==> config.mk <==
export PLATFORM = sky130hd
export DESIGN_NAME = util_axis_framer_flat
export DESIGN_NICKNAME = d
export VERILOG_FILES = /design/src/rtl/util_axis_pkg.sv /design/src/rtl/util_axis_framer_if.sv /design/src/rtl/util_axis_skid.sv /design/src/rtl/util_axis_framer.sv /design/src/flat_wrapper.sv
export SDC_FILE = /design/constraint.sdc
export NUM_CORES = 1
export LEC_CHECK = 0
export CAP_MARGIN = 20
export CORE_AREA = 2 2 142 117
export CTS_CLUSTER_SIZE = 40
export DETAILED_ROUTE_END_ITERATION = 8
export DIE_AREA = 0 0 144 119
export HOLD_SLACK_MARGIN = 0.1
export PLACE_DENSITY_LB_ADDON = 0.25
export SETUP_SLACK_MARGIN = 0.15
export SLEW_MARGIN = 20
export SYNTH_ARGS = -nofsm -noshare
export SYNTH_HDL_FRONTEND = slang
export SYNTH_HIERARCHICAL = 1
export SYNTH_SLANG_ARGS = --single-unit
==> constraint.sdc <==
create_clock -name aclk -period 3.6 [get_ports aclk]
set_input_delay 0.72 -clock aclk [delete_from_list [all_inputs] [get_ports aclk]]
set_output_delay 0.72 -clock aclk [all_outputs]
set_load 0.05 [all_outputs]
==> src/rtl/util_axis_pkg.sv <==
// Shared types for the AXI-Stream framer: capture FSM states and the tagged word
// carried through the output skid buffer.
package util_axis_pkg;

    localparam int unsigned SAMPLE_WIDTH = 32;

    typedef enum logic [1:0] {
        ST_IDLE  = 2'd0,
        ST_RUN   = 2'd1,
        ST_DRAIN = 2'd2,
        ST_DONE  = 2'd3
    } framer_state_e;

    // The data field is fixed at SAMPLE_WIDTH; the framer's DATA_WIDTH must match.
    typedef struct packed {
        logic [SAMPLE_WIDTH-1:0] data;
        logic                    tlast;
        logic                    tuser;
    } tagged_word_t;

endpackage

==> src/rtl/util_axis_framer_if.sv <==
// AXI-Stream bundle used on both sides of the framer.
// Handshake: a word transfers on a rising edge where tvalid and tready are both high;
// once tvalid is raised the source holds tdata/tlast/tuser stable until that edge.
interface util_axis_framer_if #(
    parameter int unsigned DATA_WIDTH = 32
);
    logic                  tvalid;
    logic                  tready;
    logic [DATA_WIDTH-1:0] tdata;
    logic                  tlast;
    logic                  tuser;

    modport master (output tvalid, tdata, tlast, tuser, input tready);
    modport slave  (input tvalid, tdata, tlast, tuser, output tready);
endinterface

==> src/rtl/util_axis_skid.sv <==
// Two-entry skid buffer over a tagged word. Entry 0 drives the outputs directly and
// in_ready is registered from the next-cycle fill level, so no input reaches an output.
module util_axis_skid
    import util_axis_pkg::*;
(
    input  logic         clk,
    input  logic         rst,
    input  logic         flush,
    input  logic         in_enable,
    input  logic         in_valid,
    output logic         in_ready,
    input  tagged_word_t in_word,
    output logic         out_valid,
    input  logic         out_ready,
    output tagged_word_t out_word,
    output logic         empty_next
);
    tagged_word_t word0_q, word1_q, word0_d, word1_d;
    logic         v0_q, v1_q, v0_d, v1_d;
    logic         push, pop;

    assign push = in_valid && in_ready;
    assign pop  = v0_q && out_ready;

    always_comb begin
        word0_d = word0_q;
        word1_d = word1_q;
        v0_d    = v0_q;
        v1_d    = v1_q;
        if (flush) begin
            v0_d = 1'b0;
            v1_d = 1'b0;
        end else begin
            case ({push, pop})
                2'b10: begin
                    if (!v0_q) begin
                        word0_d = in_word;
                        v0_d    = 1'b1;
                    end else begin
                        word1_d = in_word;
                        v1_d    = 1'b1;
                    end
                end
                2'b01: begin
                    word0_d = word1_q;
                    v0_d    = v1_q;
                    v1_d    = 1'b0;
                end
                2'b11: begin
                    // The in-flight word lands behind whatever is still queued.
                    if (v1_q) begin
                        word0_d = word1_q;
                        word1_d = in_word;
                    end else begin
                        word0_d = in_word;
                    end
                end
                default: ;
            endcase
        end
    end

    always_ff @(posedge clk) begin
        if (rst) begin
            word0_q  <= '0;
            word1_q  <= '0;
            v0_q     <= 1'b0;
            v1_q     <= 1'b0;
            in_ready <= 1'b0;
        end else begin
            word0_q  <= word0_d;
            word1_q  <= word1_d;
            v0_q     <= v0_d;
            v1_q     <= v1_d;
            in_ready <= in_enable && !(v0_d && v1_d);
        end
    end

    assign out_valid  = v0_q;
    assign out_word   = word0_q;
    assign empty_next = !v0_d;

endmodule

==> src/rtl/util_axis_framer.sv <==
// Cuts a free-running sample stream into AXI-Stream frames of programmable length,
// tagging tuser/tlast at the input and emitting through a registered skid buffer.
module util_axis_framer
    import util_axis_pkg::*;
#(
    parameter int unsigned DATA_WIDTH = SAMPLE_WIDTH,
    parameter int unsigned LEN_WIDTH  = 16
) (
    input  logic                 aclk,
    input  logic                 rst,
    input  logic                 cfg_start,
    input  logic                 cfg_abort,
    input  logic [LEN_WIDTH-1:0] cfg_frame_len,
    input  logic [LEN_WIDTH-1:0] cfg_num_frames,
    util_axis_framer_if.slave    s_axis_data,
    util_axis_framer_if.master   m_axis,
    output logic                 busy,
    output logic                 done,
    output logic                 aborted,
    output logic [LEN_WIDTH-1:0] frame_cnt,
    output framer_state_e        dbg_state
);
    localparam logic [LEN_WIDTH-1:0] ONE = LEN_WIDTH'(1);

    framer_state_e        state_q, state_d;
    logic [LEN_WIDTH-1:0] len_q, num_q, word_idx_q, in_frames_q;
    logic                 start_ok, abort_ok, accept, last_in, final_in, out_pop;
    logic                 skid_empty_next;
    tagged_word_t         in_word, out_word;
    logic                 unused_in_tags;

    assign unused_in_tags = ^{s_axis_data.tlast, s_axis_data.tuser};

    assign abort_ok = cfg_abort && (state_q == ST_RUN || state_q == ST_DRAIN);
    assign start_ok = cfg_start && !cfg_abort && (state_q == ST_IDLE) && (cfg_frame_len != '0);
    assign accept   = s_axis_data.tvalid && s_axis_data.tready;
    assign last_in  = (word_idx_q == len_q - ONE);
    // Completion is counted at the input so upstream stops right after the last word.
    assign final_in = accept && last_in && (num_q != '0) && (in_frames_q == num_q - ONE);
    assign out_pop  = m_axis.tvalid && m_axis.tready;

    assign in_word = '{data: s_axis_data.tdata, tlast: last_in, tuser: (word_idx_q == '0)};

    always_comb begin
        state_d = state_q;
        case (state_q)
            ST_IDLE:  if (start_ok) state_d = ST_RUN;
            ST_RUN: begin
                if (abort_ok)      state_d = ST_IDLE;
                else if (final_in) state_d = ST_DRAIN;
            end
            ST_DRAIN: begin
                if (abort_ok)             state_d = ST_IDLE;
                else if (skid_empty_next) state_d = ST_DONE;
            end
            ST_DONE:  state_d = ST_IDLE;
            default:  state_d = ST_IDLE;
        endcase
    end

    always_ff @(posedge aclk) begin
        if (rst) begin
            state_q     <= ST_IDLE;
            len_q       <= '0;
            num_q       <= '0;
            word_idx_q  <= '0;
            in_frames_q <= '0;
            frame_cnt   <= '0;
            aborted     <= 1'b0;
        end else begin
            state_q <= state_d;
            if (start_ok) begin
                len_q       <= cfg_frame_len;
                num_q       <= cfg_num_frames;
                word_idx_q  <= '0;
                in_frames_q <= '0;
                frame_cnt   <= '0;
                aborted     <= 1'b0;
            end else begin
                if (accept && state_q == ST_RUN) begin
                    word_idx_q <= last_in ? '0 : word_idx_q + ONE;
                    if (last_in) in_frames_q <= in_frames_q + ONE;
                end
                if (out_pop && m_axis.tlast && frame_cnt != '1) frame_cnt <= frame_cnt + ONE;
                if (abort_ok) aborted <= 1'b1;
            end
        end
    end

    util_axis_skid u_skid (
        .clk        (aclk),
        .rst        (rst),
        .flush      (abort_ok),
        .in_enable  (state_d == ST_RUN),
        .in_valid   (s_axis_data.tvalid),
        .in_ready   (s_axis_data.tready),
        .in_word    (in_word),
        .out_valid  (m_axis.tvalid),
        .out_ready  (m_axis.tready),
        .out_word   (out_word),
        .empty_next (skid_empty_next)
    );

    assign m_axis.tdata = out_word.data;
    assign m_axis.tlast = out_word.tlast;
    assign m_axis.tuser = out_word.tuser;

    assign busy      = (state_q == ST_RUN) || (state_q == ST_DRAIN);
    assign done      = (state_q == ST_DONE);
    assign dbg_state = state_q;

endmodule

==> src/flat_wrapper.sv <==
// flat-port wrapper written by rule: the top's interface ports become plain ports
module util_axis_framer_flat import util_axis_pkg::*;
#(
    parameter int unsigned DATA_WIDTH = SAMPLE_WIDTH,
    parameter int unsigned LEN_WIDTH  = 16
)
  (aclk, rst, cfg_start, cfg_abort, cfg_frame_len, cfg_num_frames, busy, done, aborted, frame_cnt, dbg_state, s_axis_data_tvalid, s_axis_data_tdata, s_axis_data_tlast, s_axis_data_tuser, s_axis_data_tready, m_axis_tvalid, m_axis_tdata, m_axis_tlast, m_axis_tuser, m_axis_tready);
  util_axis_framer_if #(.DATA_WIDTH(DATA_WIDTH)) s_axis_data_i ();
  util_axis_framer_if #(.DATA_WIDTH(DATA_WIDTH)) m_axis_i ();
  input  logic aclk;
  input  logic rst;
  input  logic cfg_start;
  input  logic cfg_abort;
  input  logic [LEN_WIDTH-1:0] cfg_frame_len;
  input  logic [LEN_WIDTH-1:0] cfg_num_frames;
  output logic busy;
  output logic done;
  output logic aborted;
  output logic [LEN_WIDTH-1:0] frame_cnt;
  output framer_state_e dbg_state;
  input wire logic [$bits(s_axis_data_i.tvalid)-1:0] s_axis_data_tvalid;
  input wire logic [$bits(s_axis_data_i.tdata)-1:0] s_axis_data_tdata;
  input wire logic [$bits(s_axis_data_i.tlast)-1:0] s_axis_data_tlast;
  input wire logic [$bits(s_axis_data_i.tuser)-1:0] s_axis_data_tuser;
  output wire logic [$bits(s_axis_data_i.tready)-1:0] s_axis_data_tready;
  output wire logic [$bits(m_axis_i.tvalid)-1:0] m_axis_tvalid;
  output wire logic [$bits(m_axis_i.tdata)-1:0] m_axis_tdata;
  output wire logic [$bits(m_axis_i.tlast)-1:0] m_axis_tlast;
  output wire logic [$bits(m_axis_i.tuser)-1:0] m_axis_tuser;
  input wire logic [$bits(m_axis_i.tready)-1:0] m_axis_tready;
  assign s_axis_data_i.tvalid = s_axis_data_tvalid;
  assign s_axis_data_i.tdata = s_axis_data_tdata;
  assign s_axis_data_i.tlast = s_axis_data_tlast;
  assign s_axis_data_i.tuser = s_axis_data_tuser;
  assign s_axis_data_tready = s_axis_data_i.tready;
  assign m_axis_tvalid = m_axis_i.tvalid;
  assign m_axis_tdata = m_axis_i.tdata;
  assign m_axis_tlast = m_axis_i.tlast;
  assign m_axis_tuser = m_axis_i.tuser;
  assign m_axis_i.tready = m_axis_tready;
  util_axis_framer #(.DATA_WIDTH(DATA_WIDTH), .LEN_WIDTH(LEN_WIDTH)) u_core (.aclk(aclk), .rst(rst), .cfg_start(cfg_start), .cfg_abort(cfg_abort), .cfg_frame_len(cfg_frame_len), .cfg_num_frames(cfg_num_frames), .s_axis_data(s_axis_data_i), .m_axis(m_axis_i), .busy(busy), .done(done), .aborted(aborted), .frame_cnt(frame_cnt), .dbg_state(dbg_state));
endmodule
# Yosys cells after proc, flatten, opt, wreduce, memory -nomap -nowiden
# Cells that the tools add are included.
# op_classes
add_sub_neg,5
eq_ne,13
n_mux,18
n_bitwise,1
n_reduce_logical,27
# op_table
op,count
$mux W34,4
$pmux W34 S3,1
$pmux W34 S2,1
$add A16 B1 Y16 const B,3
$eq A16 B16 Y1,2
$reduce_bool A16 Y1,2
$sub A16 B1 Y16 const B,2
$logic_not A16 Y1,1
$mux W16,1
$ne A16 B16 Y1 const B,1
$logic_and A1 B1 Y1,14
$mux W2,5
$eq A2 B2 Y1 const B,4
$pmux W2 S4,1
$eq A2 B1 Y1 const B,3
$ne A2 B2 Y1 const B,3
$pmux W1 S2,2
$reduce_and A4 Y1,1
$mux W1,3
$reduce_and A3 Y1,1
$reduce_bool A3 Y1,1
$logic_not A1 Y1,2
$logic_not A2 Y1,1
$reduce_and A2 Y1,1
4 further kinds,4
# word_totals
ff_bits,154
inputBits,72
out_inout_bits,57
elab_cells,80

# Logic depth before layout (Yosys ltp)
# depth
depth_word,10
mapped_depth,14
depth_no_buf,13

# Modules after synthesis
# Netlist, hierarchy kept.
# modules_own_cells
mod,n_inst,cells_per_inst,area_each_um2,seq_area_each_um2
util_axis_framer,1,610,5046.1,1661.6
util_axis_skid,1,392,3445.8,1421.4

# Worst setup path after synthesis
# No wires, ideal clock.
# synth_path
path_type,flip-flop to flip-flop
from,"register u_core.state_q[0], in the netlist u_core/dbg_state[0]"
to,register u_core.u_skid.in_ready
arrival_time_ps,3096
required_ps,3530
path_slack_ps,434
stages_incl_launch_ff,15
path_buffers,1
cell_sequence,dfxtp_1 > inv_1 > ha_1 > nand2_1 > inv_1 > buf_2 > clkinv_1 > o211ai_1 > o211ai_1 > nor2b_1 > a21oi_1 > o21ai_0 > nor2_1 > nand2b_1 > a21oi_1
# synth_between
elab_chain_len,9
elab_cells_between_ends,20
cone_classes,eq/ne: 4; mux: 8; reduce/logical: 8
# synth_rtl
element,line_no,text
start: declaration,util_axis_framer.sv:25,"framer_state_e state_q, state_d;"
start signal: assignment,util_axis_framer.sv:71,state_q <= state_d;
$eq A2 B1 Y1 or $eq A2 B2 Y1 (tied branches),-,
$logic_or A1 B1 Y1 *,-,
net busy,flat_wrapper.sv:16,output logic busy;
$logic_and A1 B1 Y1 *,util_axis_framer.sv:34,assign abort_ok = cfg_abort && (state_q == ST_RUN || state_q == ST_DRAIN);
net u_core.abort_ok,util_axis_framer.sv:27,"logic start_ok, abort_ok, accept, last_in, final_in, out_pop;"
$mux W1,util_axis_skid.sv:30,if (flush) begin
$mux W2,util_axis_framer.sv:54,else if (skid_empty_next) state_d = ST_DONE;
$mux W2,util_axis_framer.sv:53,if (abort_ok) state_d = ST_IDLE;
$pmux W2 S4,util_axis_framer.sv:46,case (state_q)
$eq A2 B1 Y1,util_axis_framer.sv:94,".in_enable (state_d == ST_RUN),"
$logic_and A1 B1 Y1 *,util_axis_skid.sv:75,in_ready <= in_enable && !(v0_d && v1_d);
end signal: assignment,util_axis_skid.sv:75,
end: declaration,util_axis_skid.sv:11,"output logic in_ready,"
# Mark *: on every way through the listed nets, which the timed path passes. The rest lies on a longest branch.
# A chain may end at the register's enable or synchronous reset.

# Worst setup path in the final report
# layout_path
from,register u_core.len_q[0]
to,register u_core.in_frames_q[2]
# layout_between
elab_chain_len,3
# layout_rtl
element,line_no,text
start: declaration,util_axis_framer.sv:26,"logic [LEN_WIDTH-1:0] len_q, num_q, word_idx_q, in_frames_q;"
start signal: assignment,util_axis_framer.sv:73,len_q <= cfg_frame_len;
$sub A16 B1 Y16,util_axis_framer.sv:37,assign last_in = (word_idx_q == len_q - ONE);
$eq A16 B16 Y1,util_axis_framer.sv:37,
$reduce_and A2 Y1 (no source line),-,
end signal: assignment,util_axis_framer.sv:82,if (last_in) in_frames_q <= in_frames_q + ONE;
end: declaration,util_axis_framer.sv:26,
# No other way between the ends.

==> reports/summary.txt <==
Num CTS Buffers - 17
Clk_lat worst skew - 0.42 ns
#FFs+latches synth - 154
DRT iter0 DRCs - 749
Asr flop ratio synth - 0%
Post-synth EDFFs - 0
Fin. Hold Viols - 0
R2r startpoint - u_core/len_q[0]
Clock slew at reported path FFs - 0.06 ns
Syn nets - 1,089
Gpl congestion - 0.8605
Share of layout cells above drive strength 1 - 7.573%
# setup viols final - 0
DR vias - 7,957
Row cnt - 42
Required time worst endpoint - 3.95 ns
Delay of the slowest cell on the worst path - 0.58 ns
Fin nets - 1,170
ANT cells - 0
Initial antenna violation count - 0
DIE WIDTH - 144 um
Layout area overhead - 23.49%
Commonest register cell after synthesis - dfxtp_1
Post-synth top area cell - dfxtp_1
DRC Markers - 0
Die Y - 119 um
Vias in the first global route - 7,447
Netlist cell types - 68
Hold WS - 0.4727 ns
Global router's overall resource usage - 26.29%
Hold Crit Start - u_core/u_skid/word1_q[27]
Power Total - 5788 uW
TNS Setup - 0 ns
Slowest CP cell - a2111o_2
Switch Pwr - 1957 uW
Relative slew slack - 31.44%
Ports - 129
Placeable Area - 15,920 um^2
CP Capture Type - flip-flop
Wire per inst - 17.06 um
Multi-input gate area - 4892 um^2
Count of filler cells inserted in the layout - 1,343
Clk sinks - 154
Root Driver - clkbuf_16
Area contributors post-synth - dfxtp_1 36%, nand4_1 6.3%, mux2i_1 5.9%, nor2_1 5.3%, xor2_1 3.9%
DR pass1 iterations - 5
TritonCTS clock tree - built
Sequential power share - 34.1%
Worst slew pin tran - 1.020 ns
Worst setup path class - reg2reg
Critical path cell sequence - inv_1 > ha_1 > or4b_4 > nor3_4 > nand4_1 > a2111o_1 > a2111o_2 > or4_1 > a21oi_1
Slew Limit Fails - 0
Synth top area share - 36.30%
Syn Area/Cell - 8.475 um^2
Post-synthesis sequential area ratio - 36.30%
H-tree Lvls - 4
Peak Freq - 306.0 MHz
Arr. time, crit path - 3.62 ns
Final ANT Viol Nets - 0
RSZ-0062 raised after global routing - false
Top cells by count, synth - 154 x dfxtp_1, 121 x nor2_1, 85 x nand4_1
Gr ovfl total - 0
Status - finished clean
Largest net degree at the start of global routing - 75
Pleak - 0.003775 uW
Port bufs - 126
Critical path origin - u_core/len_q[0]
Clock Power Share - 35.5%
Clock period minus worst slack - 3.268 ns
Synth Cell Area - 8492 um^2
Max-Cap Viols - 0
HP Class - reg2reg
Post-Syn Instances - 1,002
Fin crit share - 90.78%
Setup repair bufs after CTS - 0
Clock buffer depth - 2
Starting Density - 53.33%
Sequential Area - 3084 um^2
CP Max Fanout - 11
WL final - 22.45 mm
Yosys warning count - 6
Global-route wire length before repair - 36.87 mm
Startpoint Class - flip-flop
Via density - 6.046
Top-count cell post-synth - dfxtp_1
Total die area - 17,140 um^2
Combinational power share - 30.4%
Hold buffers post-CTS - 0
PwrDens - 552.0 nW/um^2
Worst vdd ir - 0.0003353 V
Clk_skew - 0.01057 ns
Detailed placement HPWL - 14.19 mm
Gates resized, CTS repair - 0
Net switching fraction of the power - 33.81%
Int Pwr - 3832 uW
## layer usage
metal | wire (um) | vias up | share of wire (%) | GRT usage (%)
met5 | 0 | - | 0 | 0
met4 | 235 | 0 | 1.0 | 7.169
met3 | 1595 | 16 | 7.1 | 6.031
met2 | 10300 | 268 | 46 | 41.04
met1 | 10320 | 3796 | 46 | 36.55
li1 | - | 3877 | - | -
## kinds of logic (layout without fill, tap and decap cells)
| group | after synthesis | in the layout | synth area share [%] |
|---|---|---|---|
| mux | 55 | 55 | 6.586 |
| xor+xnor | 60 | 60 | 6.188 |
| compound gates | 207 | 207 | 17.45 |
| simple gates | 401 | 401 | 24.96 |
| fa+ha+maj | 15 | 15 | 2.210 |
| flops | 154 | 154 | 36.30 |
| buf+inv | 110 | 204 | 6.306 |
## worst max-delay path: cells and delay by family (launching register included)
family          cells  cell delay [ns]
simple gates        4             1.45
flops               1             0.36
fa+ha+maj           1             0.21
compound gates      3             1.11
buf+inv             1             0.08
## power by group through the flow
stage	logic (uW)	registers, uW	clock network, uW
6_report	1760	1970	2050
5_1_grt	1880	1990	2160
4_1_cts	1750	1970	2080
3_5_place_dp	1730	2010	0
3_3_place_gp	1710	2010	0
2_1_floorplan	896	2350	0
## cell type report
cell class              count  share of cell area [%]
clock buffers              21                   4.391
clock inverters            11                   2.052
inverters                  24                  0.8591
multi-input cells         738                   46.65
flip-flops and latches    154                   29.41
well taps                 220                   2.625
repair buffers            148                   14.01
## registers in the layout, summed over array words and instances (netlist names)
| name | cells |
|---|---|
| u_core/u_skid/in_ready | 1 |
| u_core/num_q | 16 |
| u_core/frame_cnt | 16 |
| u_core/dbg_state | 2 |
| u_core/u_skid/word1_q | 34 |
| u_core/u_skid/v1_q | 1 |
| u_core/u_skid/out_word | 34 |
| u_core/aborted | 1 |
| u_core/len_q | 16 |
| u_core/u_skid/out_valid | 1 |
| u_core/word_idx_q | 16 |
| u_core/in_frames_q | 16 |
## path summary, 6_finish.rpt
kind                               endpoint  slack, ns  cells after the start
setup / recovery      u_core/in_frames_q[2]       0.33                      9
hold / removal    u_core/u_skid/word1_q[27]       0.47                      2
setup reg to reg      u_core/in_frames_q[2]       0.33                      9
hold reg to reg   u_core/u_skid/word1_q[27]       0.47                      2
## per-stage QoR
| step | util [%] | area (um^2) | worst slack (ns) | instances |
|---|---|---|---|---|
| 2_1_floorplan | - | 8492 | 0.4339 | 1002 |
| 3_3_place_gp | 61.43 | 9781 | 0.4120 | 1283 |
| 3_5_place_dp | 61.43 | 9781 | 0.3337 | 1283 |
| 4_1_cts | 65.67 | 10460 | 0.3116 | 1315 |
| 5_1_grt | 65.86 | 10490 | 0.1853 | 1316 |
| 6_report | 65.86 | 10490 | 0.3319 | 1316 |
## layout by cell type (no fill, tap or decap), drive strengths merged, types with 4 or more instances in the layout
master,instances
nand3,30
clkdlybuf4s50,125
nor2,121
or4,9
o21ai,43
inv,24
a21o,4
buf,23
nor3,16
nor2b,6
mux2,4
or3,4
a311oi,37
bufinv,6
nand2,43
clkbuf,21
dfxtp,154
nor4,28
nand2b,22
mux2i,51
and4,4
xnor2,22
xor2,38
nand4,85
ha,15
o211ai,5
a31oi,4
a21oi,50
clkinv,4
a211o,4
and3,12
o31ai,38
Note: power is estimated with default switching activity, not from simulation.
